File: config.mk
export PLATFORM = sky130hd
export DESIGN_NAME = wb_arbiter
export DESIGN_NICKNAME = d
export VERILOG_FILES = /design/src/rtl/wb_arbiter.sv
export SDC_FILE = /design/constraint.sdc
export NUM_CORES = 1
export LEC_CHECK = 0
export ABC_AREA = 1
export CAP_MARGIN = 15
export CORE_AREA = 2 2 98 137
export CTS_CLUSTER_SIZE = 24
export DETAILED_ROUTE_END_ITERATION = 8
export DIE_AREA = 0 0 100 139
export PLACE_DENSITY = 0.94
export SLEW_MARGIN = 40
export SYNTH_ARGS = -nofsm -noshare
export SYNTH_HDL_FRONTEND = slang
export SYNTH_SLANG_ARGS = --single-unit
File: constraint.sdc
create_clock -name clock -period 12.65 [get_ports clock]
set_clock_uncertainty 0.1 [all_clocks]
set_input_delay 3.795 -clock clock [delete_from_list [all_inputs] [get_ports clock]]
set_output_delay 3.795 -clock clock [all_outputs]
set_load 0.01 [all_outputs]
File: src/rtl/wb_arbiter.sv
// ---------------------------------------------------------------------------
// wb_arbiter
//
// Writeback arbiter in front of the register file write port. It merges the
// in-order pipeline writeback (always highest priority) with results from the
// multi-cycle mult/div unit. Mult/div results that cannot be written right
// away wait in a small pending queue until a cycle without a pipeline write.
// A busy mask of registers with queued writes is exported for decode hazard
// detection.
//
// Parameters:
//   QDEPTH            pending mult/div queue depth (1..4, default 2)
//
// Ports:
//   clock             single clock, rising edge
//   ctrl_reset        asynchronous, active-high reset
//   pipe_we           pipeline writeback valid this cycle
//   pipe_reg[4:0]     pipeline destination register
//   pipe_data[31:0]   pipeline result
//   md_valid          mult/div result offered
//   md_ready          arbiter accepts a mult/div result this cycle
//   md_reg[4:0]       mult/div destination register
//   md_data[31:0]     mult/div result
//   ctrl_writeEnable  registered register-file write enable
//   ctrl_writeReg     registered register-file write address
//   data_writeReg     registered register-file write data
//   busy_mask[31:0]   bit R set while a valid queued entry targets R
//
// Optional feature (macro WB_PERF_COUNTERS_EN):
//   wb_conflict_cnt   16-bit saturating count of cycles where a transfer
//                     had to be queued because the pipeline was writing
//   wb_squash_cnt     16-bit saturating count of entries (queued and
//                     incoming) squashed by pipeline writes
// ---------------------------------------------------------------------------
module wb_arbiter #(
    parameter int QDEPTH = 2
) (
    input  logic        clock,
    input  logic        ctrl_reset,
    input  logic        pipe_we,
    input  logic [4:0]  pipe_reg,
    input  logic [31:0] pipe_data,
    input  logic        md_valid,
    output logic        md_ready,
    input  logic [4:0]  md_reg,
    input  logic [31:0] md_data,
    output logic        ctrl_writeEnable,
    output logic [4:0]  ctrl_writeReg,
    output logic [31:0] data_writeReg,
`ifdef WB_PERF_COUNTERS_EN
    output logic [15:0] wb_conflict_cnt,
    output logic [15:0] wb_squash_cnt,
`endif
    output logic [31:0] busy_mask
);

    localparam int CW = $clog2(QDEPTH + 1);
    localparam logic [CW-1:0] QMAX = CW'(QDEPTH);

    typedef struct packed {
        logic        valid;
        logic [4:0]  rg;
        logic [31:0] data;
    } entry_t;

    // Entry 0 is always the head; pops shift the array down by one.
    entry_t        q     [QDEPTH];
    entry_t        q_n   [QDEPTH];
    logic [CW-1:0] cnt;
    logic [CW-1:0] cnt_n;
    logic [CW-1:0] push_idx;

    logic pipe_wr;
    logic xfer;
    logic pop;
    logic direct;
    logic md_discard;
    logic push;

    logic        wr_en_n;
    logic [4:0]  wr_reg_n;
    logic [31:0] wr_data_n;

    // Handshake: md_valid/md_ready follow strict valid/ready semantics. A
    // result transfers on a rising edge where both are high; md_ready depends
    // only on the registered occupancy (never on md_valid or the current
    // cycle's pop), and the mult/div unit holds md_reg/md_data stable while
    // md_valid is high and no transfer has happened.
    assign md_ready = (cnt < QMAX);
    assign xfer     = md_valid && md_ready;

    // A pipeline write to r0 is no write at all.
    assign pipe_wr  = pipe_we && (pipe_reg != 5'd0);

    // Occupied slots (valid or squashed) are drained only in free cycles.
    assign pop      = !pipe_wr && (cnt != '0);

    // Bypass straight to the write port only when nothing else competes.
    assign direct   = !pipe_wr && (cnt == '0) && xfer && (md_reg != 5'd0);

    // r0 results and results the same-cycle pipeline write overtakes are
    // accepted but thrown away.
    assign md_discard = (md_reg == 5'd0) || (pipe_wr && (md_reg == pipe_reg));

    assign push     = xfer && !direct && !md_discard;

    // When pushing and popping together the tail moves down one slot.
    assign push_idx = pop ? (cnt - CW'(1)) : cnt;

    // ---------------------------------------------------------------------
    // Next queue contents: squash, pop-shift, push.
    // ---------------------------------------------------------------------
    always_comb begin
        for (int i = 0; i < QDEPTH; i++) begin
            q_n[i] = q[i];
        end

        // The pipeline is the younger writer: older queued results to the
        // same register must never land after it.
        if (pipe_wr) begin
            for (int i = 0; i < QDEPTH; i++) begin
                if (q[i].rg == pipe_reg) begin
                    q_n[i].valid = 1'b0;
                end
            end
        end

        if (pop) begin
            for (int i = 0; i < QDEPTH - 1; i++) begin
                q_n[i] = q[i + 1];
            end
            q_n[QDEPTH-1] = '0;
        end

        if (push) begin
            for (int i = 0; i < QDEPTH; i++) begin
                if (CW'(i) == push_idx) begin
                    q_n[i].valid = 1'b1;
                    q_n[i].rg    = md_reg;
                    q_n[i].data  = md_data;
                end
            end
        end
    end

    always_comb begin
        cnt_n = cnt;
        if (push && !pop) begin
            cnt_n = cnt + CW'(1);
        end else if (pop && !push) begin
            cnt_n = cnt - CW'(1);
        end
    end

    // ---------------------------------------------------------------------
    // Write slot selection, highest priority first. Address and data hold
    // their previous values in cycles without a write.
    // ---------------------------------------------------------------------
    always_comb begin
        wr_en_n   = 1'b0;
        wr_reg_n  = ctrl_writeReg;
        wr_data_n = data_writeReg;
        if (pipe_wr) begin
            wr_en_n   = 1'b1;
            wr_reg_n  = pipe_reg;
            wr_data_n = pipe_data;
        end else if (pop) begin
            // A squashed head still consumes the slot but writes nothing.
            if (q[0].valid) begin
                wr_en_n   = 1'b1;
                wr_reg_n  = q[0].rg;
                wr_data_n = q[0].data;
            end
        end else if (direct) begin
            wr_en_n   = 1'b1;
            wr_reg_n  = md_reg;
            wr_data_n = md_data;
        end
    end

    always_ff @(posedge clock or posedge ctrl_reset) begin
        if (ctrl_reset) begin
            cnt              <= '0;
            ctrl_writeEnable <= 1'b0;
            ctrl_writeReg    <= 5'd0;
            data_writeReg    <= 32'd0;
            for (int i = 0; i < QDEPTH; i++) begin
                q[i] <= '0;
            end
        end else begin
            cnt              <= cnt_n;
            ctrl_writeEnable <= wr_en_n;
            ctrl_writeReg    <= wr_reg_n;
            data_writeReg    <= wr_data_n;
            for (int i = 0; i < QDEPTH; i++) begin
                q[i] <= q_n[i];
            end
        end
    end

    // Slots beyond the occupancy are always cleared, so the mask can scan
    // the whole array.
    always_comb begin
        busy_mask = '0;
        for (int i = 0; i < QDEPTH; i++) begin
            if (q[i].valid) begin
                busy_mask[q[i].rg] = 1'b1;
            end
        end
    end

`ifdef WB_PERF_COUNTERS_EN
    logic [3:0]  squash_inc;
    logic [16:0] conflict_sum;
    logic [16:0] squash_sum;

    always_comb begin
        squash_inc = '0;
        if (pipe_wr) begin
            // Entries already squashed are not counted a second time.
            for (int i = 0; i < QDEPTH; i++) begin
                if (q[i].valid && (q[i].rg == pipe_reg)) begin
                    squash_inc = squash_inc + 4'd1;
                end
            end
            if (xfer && (md_reg == pipe_reg)) begin
                squash_inc = squash_inc + 4'd1;
            end
        end
    end

    assign conflict_sum = {1'b0, wb_conflict_cnt} + {16'd0, (push && pipe_wr)};
    assign squash_sum   = {1'b0, wb_squash_cnt} + {13'd0, squash_inc};

    always_ff @(posedge clock or posedge ctrl_reset) begin
        if (ctrl_reset) begin
            wb_conflict_cnt <= 16'd0;
            wb_squash_cnt   <= 16'd0;
        end else begin
            wb_conflict_cnt <= conflict_sum[16] ? 16'hFFFF : conflict_sum[15:0];
            wb_squash_cnt   <= squash_sum[16]   ? 16'hFFFF : squash_sum[15:0];
        end
    end
`endif

endmodule

==> reports/metrics.csv, run 1 <==
metric,value,unit
Post-synth top cells,"nand2_1 (457), dfrtp_1 (116), nand4_1 (79)",
GPL Wtd Cong,1.00,
Final min period,7.01,ns
post-synthesis mux area share,0,
antenna cells,0,
Final Non-Filler Cells,1274,
crit share post-route,0.554,
fill cell count,939,
largest family of logic cells by synthesized area,simple AND/OR/NAND/NOR gates,
CORE AREA,12800,sq um
Num CTS Buffers,17,
Peak Freq,0.143,GHz
WP data required,12.84,ns
max-slew violation count,0,
YS warnings,0,
PostCTS Resize Cnt,0,
total chip power,2.07,mW
vias after detailed routing,7399,
simple-gate portion of the synthesized area,0.408,
Die Area,13900,sq um
setup bufs post-CTS,0,
CP Class,input pin to flop,
Layout area overhead,30.5,%
run status,completed,
FP Rows,49,
Mapped Area,6830,sq um
CP startpoint kind,input pin,
Static Leakage,4.27,nW
Final #Nets,1188,
drt total wl,22000,um
"CTS clk-pin slew, worst paths",0.05,ns
setup violators final,0,
global route overflow,0,
die width,100,um
XOR/XNOR Fraction of Synth Area,0.0141,
Syn Area/Cell,6.85,sq um
sequential share of the synthesized area,0.425,
Routed Antenna Nets,0,
CTS sink cnt,116,
first-pass GRT wire length,35500,um
Initial Util,0.535,
Max Cap Violations,0,
most frequent cell after synthesis,nand2_1,
number of top-level pins,149,
via/cell ratio,5.81,
vias in the first global route,7171,
WP data arrival,7.19,ns
CP Capture Type,flop,
Max Root-Sink Buffers,2,
synthesis-stage register bit count,116,
residual DRC count,0,
P per Cell Area,232,nW/um^2
# hold bufs at CTS,0,
final setup TNS,0,ns
"Primary FF master, synth",dfrtp_1,
worst skew pair latency,0.41,ns
worst-path fanout max,84,
synth unique cells,27,
worst-margin pin slew,0.782,ns
Slew HR,0.479,
Detailed Routing Iterations Pass 1,6,
register area,2900,sq um
RSZ-0062 raised after global routing,false,
layout cells sized above 1,0.0526,
die height,139,um
CTS tree,yes,
Post-DP HPWL,13500,um
syn nets,1077,
Synth Instances,997,
Port Buffers,148,
initial antenna violation count,0,
async set-reset flop share out of synthesis,1.00,
total track usage,0.321,
Placed Cells incl. Taps,1240,
maximum VDD drop,132,uV
DR WL/cell,17.2,um
Post-Synth Adder-Cell Area,0.00367,
cell taking the most area after synthesis,dfrtp_1,
final core occ,0.699,
Synth top area share,0.425,
Synth Area in Compound Gates,0.0612,
Post-synth EDFFs,0,
Hold Crit Class,flop to flop,
r2r setup slk,9.03,ns
pin count of the biggest net entering global routing,85,
First DRT Iteration DRCs,910,
clk root buf,clkbuf_16,
Synth area leaders,"dfrtp_1 (43%), nand2_1 (25%), nand4_1 (7.2%), o21ai_0 (4.8%), nand3_1 (4.0%)",
CTS H-tree depth,4,
Multi-input gate area,3360,sq um
final hold violations,0,
==> kinds of logic after synthesis <==
logic type / after synthesis
compound gates: 80
xor+xnor: 11
fa+ha+maj: 2
flops: 116
simple gates: 658
buf+inv: 130
==> flip-flops by register name, indices dropped and copies added, names as in the netlist <==
| signal | cells |
|---|---|
| q | 76 |
| data_writeReg | 32 |
| ctrl_writeReg | 5 |
| cnt | 2 |
| ctrl_writeEnable | 1 |
==> area by class of cell <==
class	instances	area share
Clock inverter	9	0.0166
Multi-Input combinational cell	751	0.377
Inverter	63	0.0270
Tap cell	153	0.0215
Sequential cell	116	0.326
Timing Repair Buffer	159	0.176
Clock buffer	23	0.0559
==> placed cells by master, fill, tap and decap left out, types with 3 or more instances in the layout <==
cell type / n
buf_4: 9
bufinv_16: 4
clkbuf_16: 17
clkbuf_8: 5
clkdlybuf4s50_1: 148
clkinv_2: 5
dfrtp_1: 116
inv_1: 57
inv_2: 4
nand2_1: 456
nand2_2: 3
nand3_1: 54
nand4_1: 79
nor2_1: 48
nor3_1: 10
o21ai_0: 65
o21ai_1: 9
xnor2_1: 5
xor2_1: 6
==> path summary, 6_finish.rpt <==
kind                                                     from                            end  cells after the start
worst max-delay path                              pipe_reg[0]                q[57]$_DFF_PP0_                     13
worst min-delay path            data_writeReg[13]$_DFFE_PP0P_  data_writeReg[13]$_DFFE_PP0P_                      2
worst max register to register             cnt[1]$_DFFE_PP0P_                q[57]$_DFF_PP0_                     12
worst min register to register  data_writeReg[13]$_DFFE_PP0P_  data_writeReg[13]$_DFFE_PP0P_                      2
max in group asynchronous                          ctrl_reset                q[19]$_DFF_PP0_                      3
min in group asynchronous                          ctrl_reset   data_writeReg[8]$_DFFE_PP0P_                      2
==> per-stage QoR <==
| step | setup slack (ns) | hold WS [ns] | area, sq um |
|---|---|---|---|
| after global placement | 4.92 | 0.364 | 8220 |
| final | 5.64 | 0.379 | 8910 |
| after floorplan | 5.68 | 0.371 | 6830 |
| after global routing | 5.38 | 0.402 | 8910 |
| after detailed placement | 4.80 | 0.365 | 8240 |
| after CTS | 5.16 | 0.383 | 8880 |
==> worst max-delay path, cell delays in order <==
cell             delay [ns]
clkdlybuf4s50_1        0.66
nor2_2                 0.06
nand3_2                0.09
nand2_4                0.11
nand2_8                0.38
nand2_1                0.12
nand2_2                0.08
buf_4                  0.62
nand4_1                0.54
buf_6                  0.31
buf_4                  0.23
nand2_1                0.10
nand2_1                0.07
==> routing by layer <==
metal	routed length (um)	vias to the layer above	GRT usage
met5	0	-	0
met4	1360	0	0.197
met3	1650	94	0.0549
met2	11000	467	0.541
met1	7980	3408	0.377
li1	-	3430	-
==> report_power, final <==
group | leakage, nW | switching [mW] | internal [mW]
Clock | 0.319 | 0.165 | 0.354
Sequential | 1.53 | 0.103 | 0.528
Combinational | 2.42 | 0.603 | 0.312
Total | 4.27 | 0.871 | 1.19
No activity file was read; power rests on OpenSTA's default activity.
==> run 2, diff against run 1 <==
CORE_AREA = 2 2 100 141   (was 2 2 98 137)
DIE_AREA = 0 0 102 143   (was 0 0 100 139)
PLACE_DENSITY = 0.91   (was 0.94)
clock period = 7.3 ns   (was 12.65 ns; I/O delays follow)
==> reports/metrics.csv, run 2 (synthesis gave the netlist of run 1 again) <==
metric,value,unit,change
"Largest delay share family, worst path",simple AND/OR/NAND/NOR gates,,
vias in the first global route,7174,,+0.042%
Die Area,14600,sq um,+4.9%
Placed Cells incl. Taps,1272,,+2.6%
layout cells sized above 1,0.0508,,-0.00178
die width,102,um,+2.0%
Num CTS Buffers,17,,unchanged
Area after DPL,8290,sq um,+0.70%
setup bufs post-CTS,0,,unchanged
CTS sink cnt,116,,unchanged
drt total wl,21600,um,-1.5%
met2 WL,10900,um,-1.2%
Metal-1 WL,7630,um,-4.3%
CTS H-tree depth,4,,unchanged
first-pass GRT wire length,35200,um,-1.0%
initial antenna violation count,0,,unchanged
Static Leakage,4.24,nW,-0.84%
pin count of the biggest net entering global routing,85,,unchanged
cell mode on critical path,nand2_1,,
Initial Util,0.515,,-0.0206
worst skew pair latency,0.42,ns,about the same
register share of total power,0.316,,+0.011
"CTS clk-pin slew, worst paths",0.05,ns,about the same
antenna cells,0,,unchanged
Final Non-Filler Cells,1303,,+2.3%
"Design Area, Final",8890,sq um,-0.15%
First DRT Iteration DRCs,706,,-22%
fill cell count,1060,,+13%
critical path's slowest cell,clkdlybuf4s50_1,,
Layout area overhead,30.3,%,
run status,completed,,
number of top-level pins,149,,unchanged
global route overflow,0,,unchanged
worst-path fanout max,84,,unchanged
CP startpoint kind,input pin,,
via/cell ratio,5.74,,-1.2%
Clock Power Share,0.236,,-0.016
top flop regs,"q (76), data_writeReg (32), ctrl_writeReg (5)",,
total track usage,0.307,,-0.0138
Peak Freq,0.213,GHz,
CP Capture Type,flop,,
max-slew violation count,0,,unchanged
Final #Nets,1189,,+0.084%
setup violators final,0,,unchanged
PostCTS Resize Cnt,0,,unchanged
total chip power,3.51,mW,+70%
Slew HR,0.512,,+0.0330
Port Buffers,148,,unchanged
Hold Crit Class,flop to flop,,
WP data required,7.55,ns,-5.29 ns
residual DRC count,0,,unchanged
RSZ-0062 raised after global routing,false,,
vias after detailed routing,7480,,+1.1%
clk root buf,clkbuf_16,,
Post-Place Setup Slack,1.99,ns,-2.81 ns
FP Rows,50,,+2.0%
CP Class,input pin to flop,,
final hold violations,0,,unchanged
die height,143,um,+2.9%
maximum VDD drop,276,uV,+110%
worst-margin pin slew,0.731,ns,-0.0505 ns
Largest register FFs,76,,unchanged
Max Cap Violations,0,,unchanged
CORE AREA,13300,sq um,+4.0%
Psw,1.51,mW,+74%
# hold bufs at CTS,0,,unchanged
Post-DP HPWL,13700,um,+1.1%
crit share post-route,0.643,,
Final min period,4.69,ns,
WP data arrival,4.94,ns,-2.25 ns
"Most flops, register",q,,
"commonest non-fill, non-tap cell in the layout",nand2_1,,
Max Root-Sink Buffers,2,,unchanged
CP max stage delay,0.66,ns,about the same
CP Buf/Inv Count,2,,-2
Pint,2.00,mW,+67%
DR WL/cell,16.6,um,-3.7%
final setup TNS,0,ns,unchanged
Routed Antenna Nets,0,,unchanged
Sw Share,0.431,,+0.00886
CTS tree,yes,,
P per Cell Area,395,nW/um^2,+70%
WL met3,1810,um,+9.5%
final setup margin,2.61,ns,-3.03 ns
GPL Wtd Cong,0.934,,-6.8%
CP Cell Sequence,clkdlybuf4s50_1 > nor2_2 > nand3_2 > nand2_4 > nand2_8 > nand2_1 > nand2_2 > buf_4 > nand4_1 > nand2_1,,
"commonest cells after routing, fill and taps aside","nand2_1 (456), clkdlybuf4s50_1 (148), dfrtp_1 (116)",,
highest metal used,met4,,
Logic pwr share,0.448,,+0.005
Detailed Routing Iterations Pass 1,6,,unchanged
==> run 2: cell count changes in the layout (fill, tap and decap cells not counted) <==
| cell | before | now |
|---|---|---|
| buf_4 | 9 | 11 |
| buf_6 | 2 | 0 |
| buf_8 | 0 | 1 |
| bufinv_16 | 4 | 3 |
| clkbuf_1 | 1 | 3 |
| clkbuf_8 | 5 | 1 |
| clkinvlp_4 | 1 | 3 |
| inv_2 | 4 | 3 |
| inv_6 | 0 | 1 |
==> run 2: layout make-up <==
type / instances / area, sq um / share of cell area
clock buffers: 21 / 450 / 0.0506
clock inverters: 10 / 133 / 0.0149
inverters: 63 / 245 / 0.0276
multi-input cells: 751 / 3360 / 0.377
flip-flops and latches: 116 / 2900 / 0.326
well taps: 182 / 228 / 0.0256
repair buffers: 160 / 1580 / 0.178
==> run 2: path summary, 6_finish.rpt <==
kind / endpoint / slack, ns / depth (start not counted) / from
max in group asynchronous: data_writeReg[27]$_DFFE_PP0P_ / 3.94 / 3 / ctrl_reset
setup / recovery: q[30]$_DFF_PP0_ / 2.61 / 10 / pipe_reg[0]
hold / removal: data_writeReg[8]$_DFFE_PP0P_ / 0.38 / 2 / data_writeReg[8]$_DFFE_PP0P_
hold reg to reg: data_writeReg[8]$_DFFE_PP0P_ / 0.38 / 2 / data_writeReg[8]$_DFFE_PP0P_
min in group asynchronous: data_writeReg[6]$_DFFE_PP0P_ / 2.14 / 2 / ctrl_reset
setup reg to reg: q[30]$_DFF_PP0_ / 4.43 / 9 / cnt[1]$_DFFE_PP0P_
==> run 2: metal layers <==
| layer | up-vias | GRT usage |
|---|---|---|
| met1 | 3477 | 0.362 |
| met5 | - | 0 |
| li1 | 3431 | - |
| met3 | 108 | 0.0622 |
| met4 | 0 | 0.201 |
| met2 | 464 | 0.502 |
==> run 2: tightest hold or removal path, stage by stage (launching register included) <==
cell and delay [ns]:
dfrtp_1 0.34, nand2_1 0.05, nand2_1 0.06
==> run 2: power by group through the flow <==
stage | registers [mW] | clock network, mW | logic [mW]
5_1_grt | 1.13 | 0.860 | 1.74
6_report | 1.11 | 0.829 | 1.57
3_3_place_gp | 1.09 | 0 | 1.47
4_1_cts | 1.10 | 0.830 | 1.55
2_1_floorplan | 1.08 | 0 | 1.01
3_5_place_dp | 1.10 | 0 | 1.52
==> run 2: per-stage QoR <==
step | hold slack (ns) | util
3_5_place_dp | 0.364 | 0.625
6_report | 0.377 | 0.671
4_1_cts | 0.382 | 0.669
5_1_grt | 0.404 | 0.671
2_1_floorplan | 0.371 | -
3_3_place_gp | 0.365 | 0.624
==> run 3, diff against run 2 <==
CORE_AREA = 2 2 105 148   (was 2 2 100 141)
DIE_AREA = 0 0 107 150   (was 0 0 102 143)
PLACE_DENSITY = 0.87   (was 0.91)
clock period = 4.1 ns   (was 7.3 ns; I/O delays follow)
==> reports/metrics.csv, run 3 (synthesis gave the netlist of run 1 again) <==
metric,value,unit,change
CORE AREA,14800,sq um,+11%
maximum VDD drop,337,uV,+22%
die height,150,um,+4.9%
CTS H-tree depth,4,,unchanged
via/cell ratio,5.53,,-3.7%
vias after detailed routing,7334,,-2.0%
Final #Nets,1201,,+1.0%
P per Cell Area,709,nW/um^2,+80%
setup bufs post-CTS,0,,unchanged
# hold bufs at CTS,0,,unchanged
worst skew pair latency,0.42,ns,about the same
CTS sink cnt,116,,unchanged
final setup TNS,0,ns,unchanged
final hold violations,0,,unchanged
PostCTS Resize Cnt,0,,unchanged
initial antenna violation count,1,,+1
hold slack,0.380,ns,+0.00304 ns
clk root buf,clkbuf_16,,
"commonest non-fill, non-tap cell in the layout",nand2_1,,
Port Buffers,148,,unchanged
die width,107,um,+4.9%
Final min period,3.59,ns,
FP Rows,53,,+6.0%
Max Root-Sink Buffers,2,,unchanged
RSZ-0062 raised after global routing,false,,
CP Capture Type,primary output,,
drt total wl,21600,um,about the same
WP data required,2.77,ns,-4.78 ns
Die Area,16100,sq um,+10%
Hold Crit Class,flop to flop,,
"commonest cells after routing, fill and taps aside","nand2_1 (456), clkdlybuf4s50_1 (148), dfrtp_1 (116)",,
First DRT Iteration DRCs,774,,+9.6%
Post-DP HPWL,13900,um,+1.4%
setup violators final,0,,unchanged
Static Leakage,4.32,nW,+2.0%
CTS tree,yes,,
DR WL/cell,16.3,um,-1.8%
Max Cap Violations,0,,unchanged
first-pass GRT wire length,34800,um,-1.2%
top flop regs,"q (76), data_writeReg (32), ctrl_writeReg (5)",,
total track usage,0.274,,-0.0328
"Most flops, register",q,,
Peak Freq,0.279,GHz,
CP startpoint kind,flop,,
pin count of the biggest net entering global routing,117,,+38%
worst-path fanout max,7,,-92%
WP data arrival,2.26,ns,-2.68 ns
Num CTS Buffers,17,,unchanged
GPL Wtd Cong,0.952,,+1.9%
"CTS clk-pin slew, worst paths",0.05,ns,about the same
layout cells sized above 1,0.0591,,+0.00829
crit share post-route,0.876,,
global route overflow,0,,unchanged
Largest register FFs,76,,unchanged
Detailed Routing Iterations Pass 1,7,,+1
vias in the first global route,7178,,+0.056%
CP Class,flop to primary output,,
Slew HR,0.552,,+0.0399
max-slew violation count,0,,unchanged
Layout area overhead,32.5,%,
residual DRC count,0,,unchanged
worst-margin pin slew,0.671,ns,-0.0597 ns
Routed Antenna Nets,0,,unchanged
run status,completed,,
number of top-level pins,149,,unchanged
Initial Util,0.462,,-0.0531
## run 3: cell count changes in the layout (fill, tap and decap cells not counted), sizes merged
cell and delta:
diode +1, bufinv +1, inv -1, clkbuf +1
buf +12, clkinvlp -1
## run 3: path summary, 6_finish.rpt
kind / start / endpoint / slack (ns) / cells after the start
setup / recovery: q[73]$_DFF_PP0_ / busy_mask[25] / 0.51 / 5
hold / removal: data_writeReg[5]$_DFFE_PP0P_ / data_writeReg[5]$_DFFE_PP0P_ / 0.38 / 2
setup reg to reg: cnt[0]$_DFFE_PP0P_ / ctrl_writeReg[4]$_DFFE_PP0P_ / 1.88 / 10
hold reg to reg: data_writeReg[5]$_DFFE_PP0P_ / data_writeReg[5]$_DFFE_PP0P_ / 0.38 / 2
max in group asynchronous: ctrl_reset / cnt[1]$_DFFE_PP0P_ / 2.16 / 3
min in group asynchronous: ctrl_reset / data_writeReg[22]$_DFFE_PP0P_ / 1.20 / 3
## run 3: area by class of cell
cell class                 count  area, sq um
timing repair buffer         172         1700
antenna                        1         2.50
sequential                   116         2900
fill                        1229         5740
clock buffer                  22          474
inverter                      63          240
multi-input combinational    751         3340
clock inverter                 9          151
tap                          192          240
## run 3: per-layer routing
layer | part of all wire | global-route usage | vias up
met1 | 0.38 | 0.318 | 3392
li1 | - | - | 3456
met4 | 0.055 | 0.188 | 0
met3 | 0.069 | 0.0531 | 83
met5 | 0 | 0 | -
met2 | 0.50 | 0.456 | 403
## run 3: critical path, stage by stage (launching register included)
cell	delay [ns]
dfrtp_1	0.49
inv_1	0.16
nor3_1	0.42
nand2_1	0.10
o21ai_0	0.10
clkdlybuf4s50_1	0.57
## run 3: power breakdown
group,total [mW],internal (mW),leakage (nW),switching (mW)
Sequential,1.95,1.63,1.53,0.317
Combinational,2.90,1.04,2.48,1.85
Clock,1.58,1.06,0.306,0.520
Total,6.42,3.73,4.32,2.69
## run 3: through the flow
step	cells	worst slack, ns	instance area, sq um	total power [mW]	utilization
after global placement	1294	0.641	8420	4.67	0.569
after floorplan	997	1.21	6830	3.72	-
after detailed placement	1294	0.565	8420	4.76	0.569
after CTS	1325	0.518	9050	6.38	0.612
after global routing	1326	0.300	9050	6.81	0.612
final	1326	0.509	9050	6.42	0.612
